**config.mk**
```make
export PLATFORM = sky130hd
export DESIGN_NAME = hh_step_scheduler
export DESIGN_NICKNAME = d
export VERILOG_FILES = /design/src/rtl/hh_sched_pkg.sv /design/src/rtl/tick_divider.sv /design/src/rtl/hh_step_scheduler.sv
export SDC_FILE = /design/constraint.sdc
export NUM_CORES = 1
export LEC_CHECK = 0
export BUFFER_PORTS_ARGS = -buffer_cell sky130_fd_sc_hd__clkbuf_2
export CAP_MARGIN = 15
export CORE_MARGIN = 1
export CORE_UTILIZATION = 55
export DETAILED_ROUTE_END_ITERATION = 16
export PLACE_DENSITY_LB_ADDON = 0.3
export SLEW_MARGIN = 0
export SYNTH_ARGS = -nofsm -noshare
export SYNTH_HDL_FRONTEND = slang
export SYNTH_SLANG_ARGS = --single-unit
```
**constraint.sdc**
```tcl
create_clock -name clk -period 2.1 [get_ports clk]
set_input_delay 0.21 -clock clk [delete_from_list [all_inputs] [get_ports clk]]
set_output_delay 0.21 -clock clk [all_outputs]
set_load 0.05 [all_outputs]
```
**src/rtl/hh_sched_pkg.sv**
```systemverilog
// Shared FSM state encoding and datapath phase codes for the HH step scheduler.
package hh_sched_pkg;

  typedef enum logic [2:0] {
    ST_IDLE,
    ST_G0,
    ST_M0,
    ST_G1,
    ST_M1,
    ST_STDP,
    ST_FIN
  } state_t;

  localparam logic [1:0] PH_GATE = 2'd0;
  localparam logic [1:0] PH_MEM  = 2'd1;
  localparam logic [1:0] PH_STDP = 2'd2;

endpackage

```
**src/rtl/tick_divider.sv**
```systemverilog
// Integration tick generator: counts 0..DT_DIV-1 while enabled, ticks on the last count.
module tick_divider #(
  parameter int unsigned DT_DIV = 16
) (
  input  logic clk_i,
  input  logic rst_i,
  input  logic en_i,
  output logic tick_o
);

  localparam int unsigned CW = (DT_DIV > 1) ? $clog2(DT_DIV) : 1;
  localparam logic [CW-1:0] LAST = CW'(DT_DIV - 1);

  logic [CW-1:0] cnt_q, cnt_d;

  always_comb begin
    cnt_d = cnt_q;
    if (en_i) cnt_d = (cnt_q == LAST) ? '0 : cnt_q + CW'(1);
  end

  always_ff @(posedge clk_i or posedge rst_i) begin
    if (rst_i) cnt_q <= '0;
    else       cnt_q <= cnt_d;
  end

  assign tick_o = en_i && (cnt_q == LAST);

endmodule

```
**src/rtl/hh_step_scheduler.sv**
```systemverilog
// Time-multiplexes the shared HH datapath between the pre/post neurons each step
// and issues an STDP op when a spike pair lands inside the learning window.
module hh_step_scheduler
  import hh_sched_pkg::*;
#(
  parameter int unsigned DT_DIV = 16,
  parameter int unsigned WIN    = 8,
  parameter int unsigned AGE_W  = 8
) (
  input  logic             clk,
  input  logic             rst,
  input  logic             en,
  input  logic [7:0]       i_stim,
  output logic [7:0]       stim_q,
  output logic             dp_start,
  output logic             dp_sel,
  output logic [1:0]       dp_phase,
  input  logic             dp_done,
  input  logic             dp_spike,
  output logic [1:0]       spike,
  output logic             stdp_dir,
  output logic [AGE_W-1:0] stdp_dt,
  output logic [15:0]      step_cnt,
  output logic             busy,
  output logic             overrun
);

  localparam logic [AGE_W-1:0] WIN_A = AGE_W'(WIN);

  state_t           state_q;
  logic [7:0]       stim_lat_q;
  logic             start_q, sel_q, dir_q, busy_q, ovr_q, s0_q, s1_q;
  logic [1:0]       phase_q, spike_q;
  logic [AGE_W-1:0] dt_q, age0_q, age1_q, age0_d, age1_d;
  logic [15:0]      cnt_q;
  logic             tick, accept;
  logic             stdp_hit_d, dir_d;
  logic [AGE_W-1:0] dt_d;

  tick_divider #(.DT_DIV(DT_DIV)) u_tick (
    .clk_i  (clk),
    .rst_i  (rst),
    .en_i   (en),
    .tick_o (tick)
  );

  // done is only honoured once the start pulse has dropped
  assign accept = dp_done && !start_q;

  // Evaluated at M1 completion: dp_spike is the post neuron's flag for this step.
  always_comb begin
    stdp_hit_d = 1'b0;
    dir_d      = 1'b0;
    dt_d       = '0;
    if (s0_q && dp_spike) begin
      stdp_hit_d = 1'b1;
      dir_d      = 1'b1;
    end else if (dp_spike && (age0_q < WIN_A)) begin
      stdp_hit_d = 1'b1;
      dir_d      = 1'b1;
      dt_d       = age0_q + AGE_W'(1);
    end else if (s0_q && (age1_q < WIN_A)) begin
      stdp_hit_d = 1'b1;
      dt_d       = age1_q + AGE_W'(1);
    end
  end

  always_comb begin
    age0_d = s0_q ? '0 : ((age0_q == '1) ? age0_q : age0_q + AGE_W'(1));
    age1_d = s1_q ? '0 : ((age1_q == '1) ? age1_q : age1_q + AGE_W'(1));
  end

  always_ff @(posedge clk or posedge rst) begin
    if (rst) begin
      state_q    <= ST_IDLE;
      stim_lat_q <= '0;
      start_q    <= 1'b0;
      sel_q      <= 1'b0;
      phase_q    <= PH_GATE;
      dir_q      <= 1'b0;
      dt_q       <= '0;
      spike_q    <= '0;
      cnt_q      <= '0;
      busy_q     <= 1'b0;
      ovr_q      <= 1'b0;
      s0_q       <= 1'b0;
      s1_q       <= 1'b0;
      age0_q     <= '1;
      age1_q     <= '1;
    end else begin
      if (tick && (state_q != ST_IDLE)) ovr_q <= 1'b1;
      if (start_q) start_q <= 1'b0;
      case (state_q)
        ST_IDLE: if (tick) begin
          stim_lat_q <= i_stim;
          busy_q     <= 1'b1;
          s0_q       <= 1'b0;
          s1_q       <= 1'b0;
          start_q    <= 1'b1;
          sel_q      <= 1'b0;
          phase_q    <= PH_GATE;
          state_q    <= ST_G0;
        end
        ST_G0: if (accept) begin
          start_q <= 1'b1;
          phase_q <= PH_MEM;
          state_q <= ST_M0;
        end
        ST_M0: if (accept) begin
          s0_q    <= dp_spike;
          start_q <= 1'b1;
          sel_q   <= 1'b1;
          phase_q <= PH_GATE;
          state_q <= ST_G1;
        end
        ST_G1: if (accept) begin
          start_q <= 1'b1;
          phase_q <= PH_MEM;
          state_q <= ST_M1;
        end
        ST_M1: if (accept) begin
          s1_q <= dp_spike;
          if (stdp_hit_d) begin
            start_q <= 1'b1;
            sel_q   <= 1'b0;
            phase_q <= PH_STDP;
            dir_q   <= dir_d;
            dt_q    <= dt_d;
            state_q <= ST_STDP;
          end else begin
            state_q <= ST_FIN;
          end
        end
        ST_STDP: if (accept) state_q <= ST_FIN;
        ST_FIN: begin
          spike_q <= {s1_q, s0_q};
          age0_q  <= age0_d;
          age1_q  <= age1_d;
          cnt_q   <= cnt_q + 16'd1;
          busy_q  <= 1'b0;
          state_q <= ST_IDLE;
        end
        default: state_q <= ST_IDLE;
      endcase
    end
  end

  assign stim_q   = stim_lat_q;
  assign dp_start = start_q;
  assign dp_sel   = sel_q;
  assign dp_phase = phase_q;
  assign spike    = spike_q;
  assign stdp_dir = dir_q;
  assign stdp_dt  = dt_q;
  assign step_cnt = cnt_q;
  assign busy     = busy_q;
  assign overrun  = ovr_q;

endmodule

```
; Word-level counts from Yosys, hierarchy flattened
; Index checks and enable logic that the tools add are counted.
[word_totals]
ff_bits = 66
inputBits = 13
out_inout_bits = 41
wordCells = 109
[op_classes]
add_sub_neg = 4
n_lt_le_gt_ge = 2
n_eq_ne = 19
mux = 42
reduce_logical = 26
[op_table]
columns = operator, count
row1 = 8-bit 2-to-1 mux, 7
row2 = 3-bit 2-to-1 mux, 6
row3 = 2-bit != test (second input constant), 9
row4 = 3-bit case mux with 6 select lines, 1
row5 = 16-bit by 1-bit adder with 16-bit output (second input constant), 1
row6 = 8-bit by 1-bit adder with 8-bit output (second input constant), 2
row7 = 8-bit equality test (second input constant), 2
row8 = 8-bit by 4-bit less-than comparator with 1-bit output (second input constant), 2
row9 = 1-bit 2-to-1 mux, 15
row10 = 2-bit 2-to-1 mux, 6
row11 = 6-bit AND reduction, 2
row12 = 3-bit equality test (second input constant), 3
row13 = 3-bit AND reduction, 3
row14 = 2-bit case mux with 4 select lines, 1
row15 = 2-bit AND reduction, 4
row16 = 3-bit by 2-bit equality test with 1-bit output (second input constant), 2
row17 = 1-bit logical AND, 6
row18 = 1-bit case mux with 2 select lines, 3
row19 = 1-bit case mux with 3 select lines, 2
row20 = 2-bit nonzero test, 3
row21 = 3-bit nonzero test, 2
row22 = 5-bit AND reduction, 1
row23 = 4-bit by 1-bit adder with 4-bit output (second input constant), 1
row24 = 4-bit equality test (second input constant), 1
row25 = other kinds (8), 8

; Logic depth before layout (Yosys ltp)
; Gate-level depths: netlist (run 1).
[logic_depth]
ltp_word = 8
mapped_depth = 6
depth_no_buf = 5

; Hierarchy
; Synthesis (run 1) repeated with hierarchy kept, for this count alone.
[hier_totals]
hier_cells = 295
area_unflattened_um2 = 3145.5
[modules_own_cells]
columns = mod, instances, cells_per_inst, area_each_um2
row1 = hh_step_scheduler, 1, 275, 2954.1
row2 = tick_divider, 1, 20, 191.4

; Least setup slack after synthesis (run 1)
; Ideal clock, no wire load.
[synth_path]
kind = reg-to-reg
from = reg cnt_q[0], in the netlist step_cnt[0]
to = reg cnt_q[12], in the netlist step_cnt[12]
setup_time_ps = 142
arrival_ps = 1654
setup_slack_ps = 305
stages_incl_launch_ff = 6
period_less_slack_ps = 1795
path_cell_list = dfrtp_1 ha_1 nand3_1 nor4_4 nand3_1 xnor2_1
[synth_between]
elab_chain_cells = 1
[synth_lines]
columns = item, line
row1 = "start, declared", hh_step_scheduler.sv:35  ; logic [15:0] cnt_q;
row2 = "start signal, assigned", hh_step_scheduler.sv:139  ; cnt_q <= cnt_q + 16'd1;
row3 = 16-bit by 1-bit adder with 16-bit output, hh_step_scheduler.sv:139
; Every way passes these cells.
; A chain may end at the register's enable or synchronous reset.

; Final worst setup path (run 1)
[layout_path]
from = reg u_tick.cnt_q[0]
to = reg stim_lat_q[7], in the netlist stim_q[7]
[layout_between]
elab_chain_cells = 3
[layout_lines]
columns = item, line
row1 = "start, declared", tick_divider.sv:14  ; logic [CW-1:0] cnt_q, cnt_d;
row2 = "start signal, assigned", tick_divider.sv:23  ; else cnt_q <= cnt_d;
row3 = 4-bit equality test, tick_divider.sv:26  ; assign tick_o = en_i && (cnt_q == LAST);
row4 = 1-bit logical AND, tick_divider.sv:26
row5 = 2-bit AND reduction (no line), --
row6 = "end signal, assigned", hh_step_scheduler.sv:95  ; stim_lat_q <= i_stim;
row7 = "end, declared", hh_step_scheduler.sv:31  ; logic [7:0] stim_lat_q;
; Every way passes these cells.

==> out/summary.txt, run 1 <==
run status = finished clean
Fillers = 442
CTS sink cnt = 66
pin count of the biggest net entering global routing = 31
number of nets in the layout = 376
unrepaired setup endpoints after global routing = no
Post-Layout Cell Count = 436
synthesized instance count = 300
Post-Route Hold Slack = 0.09706 ns
Detailed Route Iter0 Violations = 116
number of nets in the synthesized netlist = 317
final period utilization = 0.8986
power per standard cell area = 1253 mW/mm^2
Final TNS setup = 0 ns
final total power = 4.725 mW
GRT Util Overall = 0.2327
number of core rows = 27
root buffer cell = clkbuf_8
max_cap viols = 0
final antenna-violating net count = 0
total of cells resized after clock tree synthesis = 0
synth-to-layout area growth = 16.78%
DRC violations left = 0
PnR worst setup slack = 0.2130 ns
Clock Skew = 0.01406 ns
WP data arrival = 2.11 ns
via count of the first global-routing pass = 2255
horizontal die dimension = 78.61 um
sequential cell area fraction in the yosys report = 0.5178
clock period minus worst slack = 1.887 ns
Post-Place Worst Slack = 0.1997 ns
post-place instance area = 0.003565 sq mm
post-cts hold buffer count = 1
headroom to the max-slew limit = 0.6010
clock latency reported for the late side of the worst-skew pair = 0.34 ns
proportion of synthesized flip-flops having asynchronous set or reset = 1.000
I/O pin cnt = 54
maximum number of buffers from clock root to sink = 2
Leakage = 1.789 nW
number of cells traversed by the worst register-to-register path = 4
placed cell count = 419
aggregate global routing overflow = 0
die footprint = 0.006180 sq mm
Synth warnings = 0
count of state elements after synthesis = 66
post-synthesis average cell area = 10.76 sq um
post-DP HPWL = 4542 um
number of port buffers = 53
element type at the critical path start = flop
EDFF count, synth = 0
vertical die dimension = 78.61 um
maximum vdd drop = 0.001016 V
number of CTS-inserted buffers = 9
post-route standard cell area excluding fillers = 0.003770 sq mm
Cells on Worst Hold Path = 2
number of antenna violations at the first check in global routing = 0
clock tree from TritonCTS = done
Max Freq = 0.5300 GHz
H-tree levels = 3
total via count in the routed design = 2486
critical path required time = 2.33 ns
ANT cells = 0
Hold WC Path Type = input port to flop
type of the worst setup path = flop to flop
Worst Tran Pin Value = 0.5985 ns
TritonRoute pass-1 iters = 4
cell area after technology mapping = 0.003228 sq mm
vias per cell = 5.702
share of the core filled with cells = 0.6763
fraction of layout instances using a drive strength above 1 = 0.3269
wire length of the first global-routing pass = 10960 um
critical path capture point type = flop
Wirelength per Cell = 14.87 um
post-CTS setup buffer count = 0
GP Congestion = 0.8768
Final Max Slew Viols = 0
initial core utilization = 0.5791
number of distinct library cell variants in the gate-level netlist after synthesis = 55
number of failing hold endpoints at the final stage = 0
Core Area = 0.005574 sq mm
routed wire length = 6485 um
top_reg_cell synth = dfrtp_1
clock-pin transition on the worst setup and hold timing paths = 0.07 ns
CP Max Fanout = 14
final setup vio count = 0
==> power by group <==
part | leakage, nW | switching (mW) | internal (mW)
clock | 0.103 | 0.484 | 0.577
combinational | 0.861 | 1.17 | 0.547
sequential | 0.825 | 0.336 | 1.61
==> path summary, 6_finish.rpt <==
| kind | slack (ns) | startpoint | to |
|---|---|---|---|
| max | 0.21 | u_tick.cnt_q[0] | stim_q[7] |
| min | 0.1 | i_stim[5] | stim_q[5] |
| max reg2reg | 0.21 | u_tick.cnt_q[0] | stim_q[7] |
| min reg2reg | 0.49 | step_cnt[15] | step_cnt[15] |
| max in group asynchronous | 1.01 | rst | age1_q[6] |
| min in group asynchronous | 0.45 | rst | spike[0] |
==> cells in the final DEF (no fill, tap or decap), drive strengths merged, types with 4 or more instances in the layout <==
cell    synthesis  final
nand3b          4      4
mux2            9      9
clkbuf          2     64
nor2           15     15
nand4          11     11
dfrtp          50     50
inv             8      8
nand2          37     37
and2            5      5
xnor2          15     15
a31oi           6      6
nand3          18     18
o21ai          17     17
clkinv          0      4
buf             9      5
a21oi          13     13
and3            4      4
ha              4      4
nor3            4      4
dfstp          16     16
xor2            6      6
==> flip-flops by register name, summed over array words and instances, names as in the netlist <==
register      cells
step_cnt         16
age0_q            8
age1_q            8
stdp_dt           8
stim_q            8
u_tick.cnt_q      4
state_q           3
dp_phase          2
spike             2
busy              1
dp_sel            1
dp_start          1
overrun           1
s0_q              1
s1_q              1
stdp_dir          1
==> final cells by class <==
type                            count  area, sq um  area share
Inverter                            8        30.03    0.007965
Tap cell                           72        90.09     0.02390
Clock buffer                       11        141.4     0.03750
Multi-Input combinational cell    215         1458      0.3867
Sequential cell                    66         1672      0.4434
Clock inverter                      5        53.80     0.01427
Timing Repair Buffer               59        325.3     0.08629
==> routing by layer <==
metal,wire length (um),global-route usage,part of all wire,up-vias
li1,-,-,-,1201
met2,3050,0.3557,0.47,68
met4,105,0.08519,0.016,0
met3,316,0.06860,0.049,11
met5,0,0,0,-
met1,3012,0.3129,0.46,1206
==> worst max-delay path: stages (launching register included) <==
cell	delay (ns)
dfrtp_1	0.42
ha_1	0.24
nand4_1	0.19
nand2b_1	0.52
mux2_2	0.40
==> cell usage after synthesis (3+ instances only) <==
master    number  area, sq um
xor2_1         6        52.55
nor3_1         4        20.02
mux2_2         9        101.4
o21ai_0       16        80.08
nand4_1       11        68.82
inv_1          8        30.03
dfstp_2       16        420.4
nand3b_1       3        22.52
nand3_1       18        90.09
or3_1          3        18.77
ha_1           4        50.05
xnor2_1       15        131.4
nor4_4         3        63.81
buf_2          6        30.03
a31o_2         3        26.28
and3_1         3        18.77
mux2i_1        3        30.03
nor2_1        15        56.30
nand2_1       35        131.4
o22ai_1        3        18.77
a21o_1         3        22.52
and2_2         4        30.03
a21oi_1       13        65.06
dfrtp_1       50         1251
a31oi_1        6        37.54
==> cells by family after synthesis <==
logic type / Yosys count / share of synthesized area
compound gates: 62 / 0.1287
xor+xnor: 21 / 0.05698
fa+ha+maj: 4 / 0.01550
buf+inv: 19 / 0.03062
flops: 66 / 0.5178
mux: 12 / 0.04070
simple gates: 116 / 0.2097
Power figures use the tool's default switching activity.
==> run 2: changes to the inputs <==
--- a/config.mk
+++ b/config.mk
@@ -10,6 +10,7 @@
 export CORE_MARGIN = 1
 export CORE_UTILIZATION = 55
 export DETAILED_ROUTE_END_ITERATION = 16
+export HOLD_SLACK_MARGIN = 0.1
 export PLACE_DENSITY_LB_ADDON = 0.3
 export SLEW_MARGIN = 0
 export SYNTH_ARGS = -nofsm -noshare
==> run 2 against run 1 <==
Against the previous run: first-iteration DRC count increased by 48%; clock skew fell by 0.0030 ns; cell count up 1.8%; power up 0.21%; largest cell class unchanged; critical path depth unchanged; maximum frequency increased by 0.73%; flip-flop and latch count stayed put; core utilization increased by 1.4 points; clock power barely moved; worst hold slack better by 0.094 ns.
==> out/summary.txt, run 2 (same netlist as run 1, synthesis figures left out) <==
run status = finished clean
CP Max Fanout = 14 (unchanged)
unrepaired setup endpoints after global routing = no
Max Freq = 0.5338 GHz (+0.73%)
number of CTS-inserted buffers = 9 (unchanged)
vias per cell = 5.664 (-0.66%)
headroom to the max-slew limit = 0.6160 (+0.01502)
Wirelength per Cell = 14.88 um (about the same)
Final Max Slew Viols = 0 (unchanged)
final period utilization = 0.8920 (-0.006513)
met3 wire length = 369 um (+17%)
routed length on met1 = 2975 um (-1.2%)
pin count of the biggest net entering global routing = 31 (unchanged)
clock-pin transition on the worst setup and hold timing paths = 0.07 ns (about the same)
post-route standard cell area excluding fillers = 0.003850 sq mm (+2.1%)
post-DP HPWL = 4542 um (unchanged)
ANT cells = 0 (unchanged)
power per standard cell area = 1230 mW/mm^2 (-1.9%)
critical path capture point type = flop
post-place instance area = 0.003565 sq mm (unchanged)
Fillers = 432 (-2.3%)
Final TNS setup = 0 ns (unchanged)
cells along the critical path = ha_1 > nand4_1 > nand2b_1 > mux2_2
Hold WC Path Type = input port to flop
maximum vdd drop = 0.001019 V (+0.24%)
Worst Tran Pin Value = 0.5759 ns (-0.02253 ns)
DRC violations left = 0 (unchanged)
WP data arrival = 2.10 ns (about the same)
sequential group share of total power = 0.411 (about the same)
H-tree levels = 3 (unchanged)
CTS sink cnt = 66 (unchanged)
aggregate global routing overflow = 0 (unchanged)
max_cap viols = 0 (unchanged)
synth-to-layout area growth = 19.26%
clock tree from TritonCTS = done
most frequent standard cell in the layout excluding fill and tap cells = clkbuf_2
type of the worst setup path = flop to flop
portion of total power attributed to the clock network = 0.224 (about the same)
Detailed Route Iter0 Violations = 172 (+48%)
final setup vio count = 0 (unchanged)
number of antenna violations at the first check in global routing = 0 (unchanged)
vertical die dimension = 78.61 um (unchanged)
number of core rows = 27 (unchanged)
horizontal die dimension = 78.61 um (unchanged)
clock latency reported for the late side of the worst-skew pair = 0.34 ns (about the same)
GRT Util Overall = 0.2362 (+0.003529)
TritonRoute pass-1 iters = 4 (unchanged)
Crit-path slowest cell = nand2b_1
final antenna-violating net count = 0 (unchanged)
commonest cells after routing, fill and taps aside = clkbuf_2, dfrtp_1, nand2_1, nand3_1
number of nets in the layout = 384 (+2.1%)
portion of total power attributed to combinational logic = 0.365 (+0.002)
total via count in the routed design = 2515 (+1.2%)
Leakage = 1.822 nW (+1.9%)
critical path required time = 2.33 ns (about the same)
Detail Route met2 WL = 3166 um (+3.8%)
uppermost layer routed = met4
root buffer cell = clkbuf_8
Clock Skew = 0.01108 ns (-0.002980 ns)
GP Congestion = 0.8768 (unchanged)
fraction of layout instances using a drive strength above 1 = 0.3199 (-0.007031)
die footprint = 0.006180 sq mm (unchanged)
initial core utilization = 0.5791 (unchanged)
worst reg2reg setup slack = 0.23 ns (about the same)
routed wire length = 6606 um (+1.9%)
wire length of the first global-routing pass = 11120 um (+1.4%)
maximum number of buffers from clock root to sink = 2 (unchanged)
clock period minus worst slack = 1.873 ns (-0.01368 ns)
flip-flop count of the largest register, all copies and words added = 16 (unchanged)
number of failing hold endpoints at the final stage = 0 (unchanged)
I/O pin cnt = 54 (unchanged)
via count of the first global-routing pass = 2320 (+2.9%)
largest stage delay on the critical path = 0.51 ns (about the same)
Core Area = 0.005574 sq mm (unchanged)
internal power summed over all cells = 2.744 mW (+0.36%)
number of port buffers = 53 (unchanged)
element type at the critical path start = flop
sw power = 1.991 mW (about the same)
proportion of total power due to net switching = 0.4204 (-0.0008783)
==> run 2: cell types whose count changed in the layout (fill, tap and decap cells not counted) <==
| cell | previous run | this run |
|---|---|---|
| dlygate4sd3_1 | 1 | 9 |
==> run 2: critical path, delay by kind of cell, from the launching register on <==
| family | cells | cell delay (ns) |
|---|---|---|
| fa+ha+maj | 1 | 0.24 |
| flops | 1 | 0.42 |
| mux | 1 | 0.40 |
| simple gates | 2 | 0.70 |
==> run 2: power by group through the flow <==
| stage | logic, mW | clock network, mW | registers (mW) |
|---|---|---|---|
| 3_3_place_gp | 1.68 | 0 | 1.95 |
| 2_1_floorplan | 0.817 | 0 | 2.44 |
| 5_1_grt | 1.88 | 1.13 | 2.00 |
| 6_report | 1.73 | 1.06 | 1.94 |
| 4_1_cts | 1.74 | 1.07 | 1.94 |
| 3_5_place_dp | 1.72 | 0 | 1.96 |
==> run 2: timing repair <==
action	in CTS	in global routing
endpoints found under the setup margin	0	0
gates resized for setup	0	0
endpoints found under the hold margin	26	0
setup buffers	0	0
hold buffers	9	0
==> run 2: layout make-up <==
type / instances / area [sq um] / area share
tap: 72 / 90.09 / 0.02340
clock buffer: 11 / 141.4 / 0.03672
sequential: 66 / 1672 / 0.4342
multi-input combinational: 215 / 1458 / 0.3786
clock inverter: 5 / 53.80 / 0.01397
inverter: 8 / 30.03 / 0.007800
timing repair buffer: 67 / 405.4 / 0.1053
==> run 2: final timing paths <==
path | start | to | cells after the start
hold / removal | en | u_tick.cnt_q[2] | 3
setup reg to reg | u_tick.cnt_q[0] | stim_q[6] | 4
hold reg to reg | step_cnt[15] | step_cnt[15] | 1
min in group asynchronous | rst | spike[0] | 3
setup / recovery | u_tick.cnt_q[0] | stim_q[6] | 4
max in group asynchronous | rst | age1_q[6] | 4
==> run 2: per-layer routing <==
metal,global-route usage,vias to the layer above
li1,-,1215
met1,0.3106,1219
met2,0.3670,73
met3,0.07093,8
met4,0.08889,0
met5,0,-
==> run 2: metrics by stage <==
stage	total power [mW]	hold WS [ns]	util	instances	setup slack, ns
floorplan	3.260	0.3501	-	300	0.2617
global placement	3.623	0.2758	0.6395	419	0.2936
detailed placement	3.677	0.2809	0.6395	419	0.1997
CTS	4.746	0.1854	0.6907	444	0.2011
global route	5.006	0.1959	0.6907	444	0.03400
finish	4.735	0.1912	0.6907	444	0.2267
